**config.mk**
```make
export PLATFORM = sky130hd
export DESIGN_NAME = cpu_core_mc_flat
export DESIGN_NICKNAME = d
export VERILOG_FILES = /design/src/rtl/cpu_core_mc_if.sv /design/src/rtl/cpu_core_mc.sv /design/src/flat_wrapper.sv
export SDC_FILE = /design/constraint.sdc
export NUM_CORES = 1
export LEC_CHECK = 0
export ABC_AREA = 1
export CORE_MARGIN = 2
export CORE_UTILIZATION = 40
export DETAILED_ROUTE_END_ITERATION = 8
export PLACE_DENSITY = 0.6
export SLEW_MARGIN = 25
export SYNTH_ARGS = -nofsm -noshare
export SYNTH_HDL_FRONTEND = slang
export SYNTH_SLANG_ARGS = --single-unit
```
**constraint.sdc**
```tcl
create_clock -name clk -period 9.2 [get_ports clk]
set_input_delay 1.84 -clock clk [delete_from_list [all_inputs] [get_ports clk]]
set_output_delay 1.84 -clock clk [all_outputs]
set_load 0.05 [all_outputs]
```
**src/rtl/cpu_core_mc_if.sv**
```systemverilog
// Instruction- and data-memory request/acknowledge bus between cpu_core_mc and its memory wrappers.
interface cpu_core_mc_if #(
  parameter int unsigned PC_W    = 8,
  parameter int unsigned INSTR_W = 26,
  parameter int unsigned DADDR_W = 8,
  parameter int unsigned DATA_W  = 16
);
  logic               imem_req;
  logic [PC_W-1:0]    imem_addr;
  logic               imem_ack;
  logic [INSTR_W-1:0] imem_rdata;
  logic               dmem_req;
  logic               dmem_we;
  logic [DADDR_W-1:0] dmem_addr;
  logic [DATA_W-1:0]  dmem_wdata;
  logic               dmem_ack;
  logic [DATA_W-1:0]  dmem_rdata;

  modport master (
    output imem_req, imem_addr, input imem_ack, imem_rdata,
    output dmem_req, dmem_we, dmem_addr, dmem_wdata, input dmem_ack, dmem_rdata
  );

  modport slave (
    input imem_req, imem_addr, output imem_ack, imem_rdata,
    input dmem_req, dmem_we, dmem_addr, dmem_wdata, output dmem_ack, dmem_rdata
  );
endinterface

```
**src/rtl/cpu_core_mc.sv**
```systemverilog
// Parametrised multi-cycle core: FETCH/EXEC/MEM/HALTED with req/ack handshakes on both memories.
module cpu_core_mc #(
  parameter int unsigned DATA_W  = 16,
  parameter int unsigned RA_W    = 2,
  parameter int unsigned PC_W    = 8,
  parameter int unsigned IMM_W   = 16,
  parameter int unsigned DADDR_W = 8
) (
  input  logic          clk,
  input  logic          rst,
  cpu_core_mc_if.master bus,
  output logic          retire,
  output logic          halted
);
  localparam int unsigned REG_N   = 2**RA_W;
  localparam int unsigned INSTR_W = 4 + 3*RA_W + IMM_W;

  typedef enum logic [3:0] {
    OP_NOP, OP_ADD, OP_SUB, OP_AND, OP_OR, OP_XOR, OP_SHL, OP_SHR,
    OP_LDI, OP_LD, OP_ST, OP_JMP, OP_BZ, OP_BC, OP_BGT, OP_HALT
  } op_t;

  typedef enum logic [1:0] {S_FETCH, S_EXEC, S_MEM, S_HALTED} state_t;

  state_t             r_state, w_next;
  logic [PC_W-1:0]    r_pc;
  logic [INSTR_W-1:0] r_ir;
  logic [DATA_W-1:0]  r_regs [REG_N];
  logic               r_z, r_c, r_g;
  logic [DADDR_W-1:0] r_daddr;
  logic [DATA_W-1:0]  r_dwdata;
  logic               r_dwe;

  op_t                w_op;
  logic [RA_W-1:0]    w_rd, w_ra, w_rb;
  logic [IMM_W-1:0]   w_imm;
  logic [DATA_W-1:0]  w_a, w_b, w_res;
  logic               w_c, w_alu, w_taken;

  assign w_op  = op_t'(r_ir[INSTR_W-1 -: 4]);
  assign w_rd  = r_ir[INSTR_W-5 -: RA_W];
  assign w_ra  = r_ir[INSTR_W-5-RA_W -: RA_W];
  assign w_rb  = r_ir[INSTR_W-5-2*RA_W -: RA_W];
  assign w_imm = r_ir[IMM_W-1:0];
  assign w_a   = r_regs[w_ra];
  assign w_b   = r_regs[w_rb];

  assign bus.imem_addr  = r_pc;
  assign bus.dmem_addr  = r_daddr;
  assign bus.dmem_wdata = r_dwdata;

  always_comb begin
    w_res = '0;
    w_c   = 1'b0;
    w_alu = 1'b1;
    case (w_op)
      OP_ADD: {w_c, w_res} = {1'b0, w_a} + {1'b0, w_b};
      OP_SUB: begin
        w_res = w_a - w_b;
        w_c   = (w_a < w_b);
      end
      OP_AND: w_res = w_a & w_b;
      OP_OR:  w_res = w_a | w_b;
      OP_XOR: w_res = w_a ^ w_b;
      OP_SHL: begin
        w_res = {w_a[DATA_W-2:0], 1'b0};
        w_c   = w_a[DATA_W-1];
      end
      OP_SHR: begin
        w_res = {1'b0, w_a[DATA_W-1:1]};
        w_c   = w_a[0];
      end
      default: w_alu = 1'b0;
    endcase
  end

  always_comb begin
    case (w_op)
      OP_JMP:  w_taken = 1'b1;
      OP_BZ:   w_taken = r_z;
      OP_BC:   w_taken = r_c;
      OP_BGT:  w_taken = r_g;
      default: w_taken = 1'b0;
    endcase
  end

  always_ff @(posedge clk or posedge rst) begin
    if (rst) r_state <= S_FETCH;
    else     r_state <= w_next;
  end

  always_comb begin
    w_next       = r_state;
    bus.imem_req = 1'b0;
    bus.dmem_req = 1'b0;
    bus.dmem_we  = 1'b0;
    retire       = 1'b0;
    halted       = 1'b0;
    case (r_state)
      S_FETCH: begin
        bus.imem_req = 1'b1;
        if (bus.imem_ack) w_next = S_EXEC;
      end
      S_EXEC: begin
        case (w_op)
          OP_LD, OP_ST: w_next = S_MEM;
          OP_HALT: begin
            retire = 1'b1;
            w_next = S_HALTED;
          end
          default: begin
            retire = 1'b1;
            w_next = S_FETCH;
          end
        endcase
      end
      S_MEM: begin
        bus.dmem_req = 1'b1;
        bus.dmem_we  = r_dwe;
        if (bus.dmem_ack) begin
          retire = 1'b1;
          w_next = S_FETCH;
        end
      end
      default: halted = 1'b1;
    endcase
    // State already snaps to FETCH asynchronously; this keeps imem_req low while rst is held.
    if (rst) begin
      bus.imem_req = 1'b0;
      bus.dmem_req = 1'b0;
      bus.dmem_we  = 1'b0;
      retire       = 1'b0;
    end
  end

  always_ff @(posedge clk or posedge rst) begin
    if (rst) begin
      r_pc     <= '0;
      r_ir     <= '0;
      for (int unsigned i = 0; i < REG_N; i++) r_regs[i] <= '0;
      r_z      <= 1'b0;
      r_c      <= 1'b0;
      r_g      <= 1'b0;
      r_daddr  <= '0;
      r_dwdata <= '0;
      r_dwe    <= 1'b0;
    end else begin
      case (r_state)
        S_FETCH: begin
          if (bus.imem_ack) begin
            r_ir <= bus.imem_rdata;
            r_pc <= r_pc + PC_W'(1);
          end
        end
        S_EXEC: begin
          if (w_alu) begin
            r_regs[w_rd] <= w_res;
            r_z          <= (w_res == '0);
            r_c          <= w_c;
            r_g          <= (w_a > w_b);
          end
          if (w_op == OP_LDI) r_regs[w_rd] <= DATA_W'(w_imm);
          if (w_taken)        r_pc <= PC_W'(w_imm);
          if (w_op == OP_LD || w_op == OP_ST) begin
            r_daddr  <= DADDR_W'(w_a) + DADDR_W'(w_imm);
            r_dwdata <= w_b;
            r_dwe    <= (w_op == OP_ST);
          end
        end
        S_MEM: begin
          if (bus.dmem_ack && !r_dwe) r_regs[w_rd] <= bus.dmem_rdata;
        end
        default: ;
      endcase
    end
  end
endmodule
```
**src/flat_wrapper.sv**
```systemverilog
// flat-port wrapper written by rule: the top's interface ports become plain ports
module cpu_core_mc_flat 
#(
  parameter int unsigned DATA_W  = 16,
  parameter int unsigned RA_W    = 2,
  parameter int unsigned PC_W    = 8,
  parameter int unsigned IMM_W   = 16,
  parameter int unsigned DADDR_W = 8
)
  (clk, rst, retire, halted, bus_imem_req, bus_imem_addr, bus_imem_ack, bus_imem_rdata, bus_dmem_req, bus_dmem_we, bus_dmem_addr, bus_dmem_wdata, bus_dmem_ack, bus_dmem_rdata);
  cpu_core_mc_if #(.PC_W(PC_W), .DADDR_W(DADDR_W), .DATA_W(DATA_W)) bus_i ();
  input  logic clk;
  input  logic rst;
  output logic retire;
  output logic halted;
  output wire logic [$bits(bus_i.imem_req)-1:0] bus_imem_req;
  output wire logic [$bits(bus_i.imem_addr)-1:0] bus_imem_addr;
  input wire logic [$bits(bus_i.imem_ack)-1:0] bus_imem_ack;
  input wire logic [$bits(bus_i.imem_rdata)-1:0] bus_imem_rdata;
  output wire logic [$bits(bus_i.dmem_req)-1:0] bus_dmem_req;
  output wire logic [$bits(bus_i.dmem_we)-1:0] bus_dmem_we;
  output wire logic [$bits(bus_i.dmem_addr)-1:0] bus_dmem_addr;
  output wire logic [$bits(bus_i.dmem_wdata)-1:0] bus_dmem_wdata;
  input wire logic [$bits(bus_i.dmem_ack)-1:0] bus_dmem_ack;
  input wire logic [$bits(bus_i.dmem_rdata)-1:0] bus_dmem_rdata;
  assign bus_imem_req = bus_i.imem_req;
  assign bus_imem_addr = bus_i.imem_addr;
  assign bus_i.imem_ack = bus_imem_ack;
  assign bus_i.imem_rdata = bus_imem_rdata;
  assign bus_dmem_req = bus_i.dmem_req;
  assign bus_dmem_we = bus_i.dmem_we;
  assign bus_dmem_addr = bus_i.dmem_addr;
  assign bus_dmem_wdata = bus_i.dmem_wdata;
  assign bus_i.dmem_ack = bus_dmem_ack;
  assign bus_i.dmem_rdata = bus_dmem_rdata;
  cpu_core_mc #(.DATA_W(DATA_W), .RA_W(RA_W), .PC_W(PC_W), .IMM_W(IMM_W), .DADDR_W(DADDR_W)) u_core (.clk(clk), .rst(rst), .bus(bus_i), .retire(retire), .halted(halted));
endmodule
```
## Yosys cells after proc, flatten, opt, wreduce, memory -nomap -nowiden

Index checks and enable logic that the tools add are counted.

- Bits in registers: 128
- Bits of input ports: 46
- Logic and storage cells: 106
- Output and inout port bits: 37

- Add/sub/neg operators: 4
- Equal/unequal tests: 21
- Order comparisons: 6
- Muxes and demuxes: 38
- Reduce and logical (&&, ||, !) cells: 18
- Bitwise logic cells: 6

Operator list:

| operator | number |
|---|---|
| 64-bit two-way mux | 4 |
| 64-bit bitwise mux | 3 |
| 64-bit one-hot mux with 2 select lines | 1 |
| 16-bit one-hot mux with 7 select lines | 1 |
| 16-bit two-way mux | 5 |
| 16-bit binary-select mux with 2-bit select | 2 |
| 16-bit demux with 2-bit select | 1 |
| 4-bit == test, second input constant | 8 |
| 16-bit by 16-bit adder with 17-bit output | 1 |
| 16-bit bitwise AND | 1 |
| 4-bit by 3-bit == test with 1-bit output, second input constant | 4 |
| 16-bit greater-than comparator | 1 |
| 16-bit logical NOT | 1 |
| 16-bit less-than comparator | 1 |
| 8-bit two-way mux | 2 |
| 16-bit bitwise OR | 1 |
| 8-bit one-hot mux with 2 select lines | 1 |
| 16-bit subtractor | 1 |
| 16-bit bitwise XOR | 1 |
| 1-bit two-way mux | 11 |
| 3-bit greater-or-equal comparator, second input constant | 3 |
| 2-bit inverter with 3-bit output | 3 |
| 8-bit by 1-bit adder with 8-bit output, second input constant | 1 |
| 8-bit adder | 1 |
| other kinds (23) | 34 |

## Depth between registers and ports, before layout

Gate-level depths: netlist (run 1).

- Depth after elaboration: 12
- Mapped depth: 23
- Gate-level depth less buffers: 22

## Worst setup path before layout (run 1)

Ideal clock, no wire load.

- Path kind: input port to output port
- From: input rst
- To: output retire
- Required time: 7.360 ns
- Setup slack: 1.881 ns
- Cell stages on the path: 3
- Path buffers: 0
- Arrival time: 5.479 ns
- Path through: inv_1 > nand2_1 > a21oi_1

- Cells in the longest elaborated chain, start to end: 1

RTL lines:

| item | RTL line | text |
|---|---|---|
| start, declared | flat_wrapper.sv:13 | `input logic rst;` |
| 1-bit two-way mux | cpu_core_mc.sv:128 | `if (rst) begin` |
| end, declared | flat_wrapper.sv:14 | `output logic retire;` |

No other way between the ends.

## Worst setup path after layout (run 1)

Ends and elaborated chain as after synthesis.

==> impl_metrics.yaml, run 1 <==
layout:
  multi_input_area_sq_um: 6110
  diodes: 0
  nFillCells: 2592
  instances_no_fill: 1945
  final_net_count: 1714
  final_cell_mix: "nand2_1, inv_1, nand3_1"
  final_common_cell: "nand2_1"
  synthToLayoutAreaGrowth_pct: 16.2
  regArea_sq_um: 3200
  drive_above_1_share_pct: 6.50
hold_path:
  hp-start: "u_core.bus.dmem_addr[0]"
  min_path_cells: 2
  hp-class: "register to register"
  min_to: "u_core.bus.dmem_addr[0]"
power_and_ir_drop:
  p_per_area_nw_per_um2: 114
  ir_drop_uv: 83.2
  p_int_w: 0.00107
  clock_power_share_pct: 56.7
  swShare_pct: 22.4
  pwr-share-seq_pct: 41.0
  switchingPower_w: 0.000308
  leakage_nw: 6.06
  power_frac_comb_pct: 2.3
timing:
  fin_crit_ps: 5860
  relSlewSlack_pct: 31.5
  max_clock_freq_mhz: 171
  setup_tns_ps: 0
  clock_skew_ps: 9.61
  finalCritPeriodShare_pct: 63.7
  finalHoldViolations: 0
  tightest_slew_ps: 1020
  finalSetupViolCount: 0
  grt_setup_unrepaired: "false"
  drv_slew: 0
floorplan:
  die_h_um: 165
  fp.dieW_um: 165
  die-area_sq_um: 27300
  io_pins: 83
  initial_core_util_pct: 41.0
  rows: 58
  core_area_sq_um: 25300
status:
  status: "complete, no violations"
logic_synthesis:
  ys_types: 50
  synth.yosys.seq_area_share_pct: 30.8
  yosys.area.top_type: "dfrtp_1"
  syn_nets: 1664
  syn_area_sq_um: 10400
  yosys_warnings: 0
  synth-edff-count: 0
  ys.flop_type: "dfrtp_1"
  async_flop_share_pct: 100
  avgSynthCellArea_sq_um: 6.69
  synthCells: 1552
  ys_ff_latch: 128
  synth_top_area_share_pct: 30.8
  synth.top_cells.by_area: "dfrtp_1, nand2_1, nand3_1"
global_routing:
  grt.met1_usage_pct: 36.0
  grt_max_degree: 76
  antenna_found_initial: 0
  grt_use_met2_pct: 41.1
  grt_pass1_vias: 9897
  busiest_layer: "met2"
  grt-ovfl-total: 0
  grt_pass1_wl_mm: 53.9
  grt_use_total_pct: 25.8
  grtUsageMet3_pct: 4.32
route:
  wire_per_inst_um: 17.7
  drt-initial-drc-count: 972
  viasPerCell: 5.40
  ant_nets: 0
  vias: 10503
  wirelength_mm: 34.5
  drc_errors: 0
  first_pass_iters: 6
placed_design:
  hpwl_mm: 24.9
  place_congestion: 0.925
  portBuffers: 82
  placedCellCount: 1913
clock_network:
  post_cts_buffers: 0
  cts_tree: "done"
  cts.path.max_buffers: 2
  insertion_delay_ps: 430
  clock-sinks: 128
  cts.clk_slew.worst_paths_ps: 60
  hold_buffers: 0
  ctsHtreeMaxLevel: 4
  cts_root_buf: "clkbuf_16"
  cts_resized: 0
  numCtsBuffers: 17
critical_path:
  cpMostUsedCell: "clkdlybuf4s50_1"
  crit_slowest_cell: "clkdlybuf4s50_1"
  crit_arrival_ps: 4020
  critical_path_required_ps: 7360
  crit_fanout: 75
  r2r_setup_slack_ps: 4570
  regToRegStartpoint: "u_core.r_ir[16]"
  cpPeakStageDelay_ps: 820
  worstPathCellList: "clkdlybuf4s50_1 > inv_6 > nand2_1 > a21oi_1 > clkdlybuf4s50_1"
  setup.worst_path.end_class: "primary output"
  crit_type: "input port to primary output"
  critPathLaunchType: "input port"
  r2r_cells: 18
job:
  maxCapViolations: 0
==> cell type report <==
cell class / instances / share of cell area (%)
inverters: 204 / 6.39
well taps: 330 / 3.42
clock inverters: 14 / 1.90
repair buffers: 94 / 7.55
multi-input cells: 1157 / 50.6
flip-flops and latches: 128 / 26.5
clock buffers: 18 / 3.56
==> critical path: cells and delay by family <==
kind            cells  cell delay (ps)
buf+inv             3             1890
compound gates      1              160
simple gates        1              120
==> power groups by stage <==
| stage | clock network (W) | registers (W) | logic [W] |
|---|---|---|---|
| after floorplan | 0 | 0.000573 | 0.00000830 |
| after global placement | 0 | 0.000573 | 0.0000334 |
| after detailed placement | 0 | 0.000573 | 0.0000333 |
| after CTS | 0.000784 | 0.000563 | 0.0000335 |
| after global routing | 0.000808 | 0.000562 | 0.0000359 |
| final | 0.000779 | 0.000563 | 0.0000323 |
==> per-layer routing <==
metal	up-vias	wire length, um
li1	5123	-
met4	0	567
met3	41	2580
met2	383	15500
met5	-	0
met1	4956	15800
==> through the flow <==
step                      area, sq um  power [W]  hold slack [ps]  util, %  setup WS [ps]
after detailed placement        11400   0.000607              462     45.0           3300
after CTS                       12100    0.00138              482     47.6           3300
after global routing            12100    0.00141              510     47.6           3160
final                           12100    0.00137              480     47.6           3340
after floorplan                 10400   0.000582              449        -           1880
after global placement          11400   0.000607              462     45.0           3280
==> kinds of logic (layout without fill, tap and decap cells) <==
| logic type | after synthesis | in the layout | share of synthesized area, % |
|---|---|---|---|
| and+or+nand+nor | 812 | 812 | 33.4 |
| buffers and inverters | 267 | 330 | 10.4 |
| AOI/OAI and AO/OA | 260 | 260 | 15.4 |
| DFF | 128 | 128 | 30.8 |
| adders and majority gates | 66 | 66 | 8.17 |
| xor gates and xnor gates | 10 | 10 | 0.843 |
| muxes | 9 | 9 | 0.976 |
==> synthesized netlist by cell type (all sizes together), types with 4 or more instances <==
library cell  instances
and2                  5
o21ai                64
a21boi               24
clkbuf               32
mux2                  9
nand3               171
or2                  30
nor3                 15
inv                 202
buf                  31
a211oi                4
nand4                10
nand2               418
a22oi                 7
nor2                158
o21bai                7
a21oi                88
dfrtp               128
xor2                  8
o22ai                17
ha                   63
a32oi                17
o21a                 22
==> how the worst max path moves through the flow <==
| stage | to | slack (ps) | start | cells past startpoint |
|---|---|---|---|---|
| 6_report | retire | 3340 | rst | 5 |
| 5_1_grt | retire | 3160 | rst | 5 |
| 4_1_cts | retire | 3300 | rst | 5 |
| 3_5_place_dp | retire | 3300 | rst | 5 |
| 3_3_place_gp | retire | 3280 | rst | 5 |
| 2_1_floorplan | retire | 1880 | rst | 3 |
Note: power is estimated with default switching activity, not from simulation.
==> run 2, diff against run 1 <==
--- a/config.mk
+++ b/config.mk
@@ -9,7 +9,7 @@
 export CORE_MARGIN = 2
 export CORE_UTILIZATION = 40
 export DETAILED_ROUTE_END_ITERATION = 8
-export PLACE_DENSITY = 0.6
+export PLACE_DENSITY = 0.63
 export SLEW_MARGIN = 25
 export SYNTH_ARGS = -nofsm -noshare
 export SYNTH_HDL_FRONTEND = slang
==> constraint.sdc (replaced) <==
create_clock -name clk -period 4.95 [get_ports clk]
set_input_delay 0.99 -clock clk [delete_from_list [all_inputs] [get_ports clk]]
set_output_delay 0.99 -clock clk [all_outputs]
set_load 0.05 [all_outputs]
==> run 2 against run 1 <==
Net effect:
- routed wire length is 3.1% higher
- hold slack worse by 4.6 ps
- global-route usage is 1.0 points higher
- non-clock buffer count is 5 higher
- via count is 0.89% higher
- critical path type is now register to register
- highest routed layer unchanged
==> impl_metrics.yaml, run 2 (same netlist as run 1, synthesis figures left out) <==
clock_network:
  cts.clk_slew.worst_paths_ps: 70
  cts_root_buf: "clkbuf_16"
  cts_resized: 0
  hold_buffers: 0
  cts_tree: "done"
  clock-sinks: 128
  numCtsBuffers: 17
  ctsHtreeMaxLevel: 4
  insertion_delay_ps: 440
  post_cts_buffers: 0
  cts.path.max_buffers: 2
placed_design:
  portBuffers: 82
  hpwl_mm: 26.3
  place_congestion: 0.966
  placedCellCount: 1918
  placed_cell_area_sq_um: 11500
critical_path:
  crit_fanout: 47
  setup.worst_path.end_class: "register"
  r2r_cells: 16
  crit_type: "register to register"
  worstPathCellList: "buf_4 > nand2_1 > a32oi_1 > inv_1 > ha_1 > nor2_1 > nand2_1 > nand3b_1 > nand2_1 > nand3_1 > nand2_1 > nand2_1 > nand3_1 > nand3_1 > o21bai_1 > a21oi_1"
  r2r_setup_slack_ps: 1020
  cpMostUsedCell: "nand2_1"
  crit_buf_inv: 2
  critical_path_required_ps: 5270
  crit_arrival_ps: 4250
  cp_top_family: "simple AND/OR/NAND/NOR gates"
  cpPeakStageDelay_ps: 470
  critPathLaunchType: "register"
  crit_slowest_cell: "ha_1"
  regToRegStartpoint: "u_core.r_ir[16]"
floorplan:
  io_pins: 83
  die-area_sq_um: 27300
  initial_core_util_pct: 41.0
  fp.dieW_um: 165
  core_area_sq_um: 25300
  rows: 58
  die_h_um: 165
power_and_ir_drop:
  power_w: 0.00237
  p_per_area_nw_per_um2: 197
  leakage_nw: 6.05
  ir_drop_uv: 224
global_routing:
  antenna_found_initial: 0
  grt_use_total_pct: 26.8
  grt_pass1_wl_mm: 55.5
  grt_pass1_vias: 10012
  grt_max_degree: 81
  grt-ovfl-total: 0
route:
  first_pass_iters: 6
  wirelength_mm: 35.5
  dr_wl_met3_mm: 2.57
  routed-wl-met2_mm: 16.0
  drt-initial-drc-count: 1120
  drc_errors: 0
  wire_per_inst_um: 18.2
  topRoutingLayerUsed: "met4"
  vias: 10596
  wl_met1_mm: 16.1
  ant_nets: 0
  viasPerCell: 5.43
layout:
  drive_above_1_share_pct: 6.85
  final_common_cell: "nand2_1"
  synthToLayoutAreaGrowth_pct: 15.8
  instances_no_fill: 1950
  nFillCells: 2599
  final_cell_mix: "nand2_1, inv_1, nand3_1"
  diodes: 0
  regArea_sq_um: 3200
  finalInstanceArea_sq_um: 12000
  final_net_count: 1719
  multi_input_area_sq_um: 6130
hold_path:
  min_path_cells: 2
  hp-class: "register to register"
  hp-start: "u_core.bus.dmem_addr[0]"
  min_to: "u_core.bus.dmem_addr[0]"
timing:
  finalSetupViolCount: 0
  drv_slew: 0
  max_clock_freq_mhz: 254
  tightest_slew_ps: 1100
  relSlewSlack_pct: 26.3
  clock_skew_ps: 18.5
  finalCritPeriodShare_pct: 79.4
  finalHoldViolations: 0
  grt_setup_unrepaired: "false"
  fin_crit_ps: 3930
  setup_tns_ps: 0
job:
  maxCapViolations: 0
status:
  status: "complete, no violations"
-- run 2: changes by cell type in the layout (fill, tap and decap cells not counted), sizes merged --
cell,previous run,this run
bufinv,5,0
clkinvlp,2,4
inv,206,211
clkinv,5,2
buf,12,17
clkbuf,18,19
-- run 2: worst max-delay path by stage --
| stage | from | to | slack, ps | cells past startpoint |
|---|---|---|---|---|
| after floorplan | rst | retire | 710 | 3 |
| after global placement | u_core.r_ir[16] | register | 1260 | 16 |
| after detailed placement | u_core.r_ir[16] | register | 1210 | 16 |
| after CTS | u_core.r_state[0] | bus_dmem_we | 1150 | 6 |
| after global routing | u_core.r_ir[16] | register | 730 | 19 |
| final | u_core.r_ir[16] | register | 1020 | 16 |
-- run 2: tightest hold or removal path, stage by stage, from the launching register on --
cell     delay (ps)
dfrtp_1         350
nand2_1          50
nand2_1          50
-- run 2: cell type report --
cell class              count  share of cell area [%]
inverters                 204                    6.39
clock buffers              19                    3.76
multi-input cells        1157                    50.9
flip-flops and latches    128                    26.6
repair buffers             99                    7.91
clock inverters            13                   0.957
well taps                 330                    3.43
-- run 2: per-stage QoR --
step	worst slack, ps	hold slack (ps)	utilization, %
finish	1020	475	47.5
global route	729	501	47.5
CTS	1150	479	47.5
detailed placement	1210	464	45.3
global placement	1260	459	45.2
floorplan	711	449	-
-- run 2: report_power, final --
group          total (W)  internal [W]  switching, W
logic          0.0000619     0.0000323     0.0000295
clock network    0.00126      0.000687      0.000574
registers        0.00105       0.00105             0
-- run 2: metal layers --
metal	vias up	GRT usage [%]
li1	5129	-
met1	4972	36.9
met2	439	42.9
met3	56	4.55
met4	0	8.02
met5	-	0
==> run 3, diff against run 2 <==
==> constraint.sdc (replaced) <==
create_clock -name clk -period 3.37 [get_ports clk]
set_input_delay 0.674 -clock clk [delete_from_list [all_inputs] [get_ports clk]]
set_output_delay 0.674 -clock clk [all_outputs]
set_load 0.05 [all_outputs]
==> run 3 against run 2 <==
Net effect:
- clock skew down 2.7 ps
- design area rose by 6.9%
- fmax is 24% higher
- setup slack lost 830 ps
- routed wire length is 0.63% higher
==> impl_metrics.yaml, run 3 (same netlist as run 1, synthesis figures left out) <==
status:
  status: "complete, no violations"
global_routing:
  grt_pass1_wl_mm: 55.4
  grt-ovfl-total: 0
  antenna_found_initial: 0
  grt_use_total_pct: 26.7
  grt_pass1_vias: 10238
  grt_max_degree: 129
layout:
  final_common_cell: "nand2_1"
  final_net_count: 1790
  utilization_pct: 50.8
  drive_above_1_share_pct: 13.1
  diodes: 0
  synthToLayoutAreaGrowth_pct: 23.9
  finalInstanceArea_sq_um: 12900
  final_cell_mix: "nand2_1, inv_1, nand3_1"
clock_network:
  insertion_delay_ps: 440
  cts_root_buf: "clkbuf_16"
  cts_tree: "done"
  cts.path.max_buffers: 2
  numCtsBuffers: 17
  clock-sinks: 128
  cts.clk_slew.worst_paths_ps: 60
  ctsHtreeMaxLevel: 4
  hold_buffers: 0
timing:
  max_clock_freq_mhz: 315
  drv_slew: 0
  clock_skew_ps: 15.8
  tightest_slew_ps: 763
  fin_crit_ps: 3180
  finalHoldViolations: 0
  hold_ws_ps: 473
  relSlewSlack_pct: 49.2
  finalCritPeriodShare_pct: 94.3
  finalSetupViolCount: 0
power_and_ir_drop:
  ir_drop_uv: 244
  p_per_area_nw_per_um2: 276
  leakage_nw: 6.46
  power_w: 0.00355
route:
  ant_nets: 0
  wire_per_inst_um: 17.7
  drt-initial-drc-count: 975
  drc_errors: 0
  wirelength_mm: 35.8
  vias: 10973
  viasPerCell: 5.43
  first_pass_iters: 6
critical_path:
  crit_type: "register to register"
  regToRegStartpoint: "u_core.r_ir[16]"
  critical_path_required_ps: 3690
  critPathLaunchType: "register"
  r2r_cells: 20
  setup.worst_path.end_class: "register"
  r2r_setup_slack_ps: 190
  crit_fanout: 35
  crit_arrival_ps: 3500
floorplan:
  initial_core_util_pct: 41.0
  die-area_sq_um: 27300
  die_h_um: 165
  rows: 58
  fp.dieW_um: 165
  io_pins: 83
  core_area_sq_um: 25300
hold_path:
  min_path_cells: 2
  hp-class: "register to register"
  min_to: "u_core.bus.dmem_addr[0]"
  hp-start: "u_core.bus.dmem_addr[0]"
placed_design:
  hpwl_mm: 26.4
  placed_cell_area_sq_um: 12100
  portBuffers: 82
  place_congestion: 0.951
job:
  maxCapViolations: 0
==> run 3: per-layer routing <==
metal  global-route usage, %  part of all wire (%)  routed length (um)
met1                    37.5                    45               16100
met5                       0                     0                   0
met3                    4.52                   7.3                2620
met2                    41.8                    45               16100
met4                    8.70                   2.4                 872
==> run 3: power by group <==
group / switching [W] / leakage (nW) / internal [W]
registers: 0 / 1.57 / 0.00154
clock network: 0.000804 / 0.290 / 0.00112
logic: 0.0000434 / 4.60 / 0.0000481
==> run 3: critical path, cell delays in order, from the launching register on <==
cell,delay [ps]
dfrtp_2,440
buf_12,190
buf_12,150
nor2_1,90
inv_1,60
a32oi_2,230
inv_1,120
ha_2,410
nand2_1,120
inv_1,110
nand2_1,110
nor3_1,150
nand2_1,80
nand2_1,110
nand2_1,80
nand2_1,70
nor2_1,40
nor2_1,180
nand2_1,150
nand3_1,100
a21boi_1,60
==> run 3: final cells by class <==
type	count	area, sq um
clock inverter	13	154
clock buffer	18	439
timing repair buffer	170	1590
multi-input combinational	1157	6290
fill	2507	12500
sequential	128	3200
tap	330	413
inverter	204	778
==> run 3: worst max-delay path by stage <==
stage / startpoint / end / slack [ps]
after floorplan: rst / retire / -210
after global placement: u_core.r_ir[16] / register / 140
after detailed placement: u_core.r_ir[16] / register / 70
after CTS: u_core.r_ir[16] / register / 50
after global routing: u_core.r_ir[16] / register / -7
final: u_core.r_ir[16] / register / 190
==> run 3: what timing repair did <==
action | in CTS | in global routing
resized for setup | 0 | 47
setup buffers | 0 | 4
endpoints found under the setup margin | 0 | 43
==> run 3: through the flow <==
stage,instances,TNS [ps],setup WS [ps]
after floorplan,1552,-206,-206
after global placement,1985,0,141
after detailed placement,1985,0,71.6
after CTS,2016,0,53.6
after global routing,2020,-7.10,-7.10
final,2020,0,192
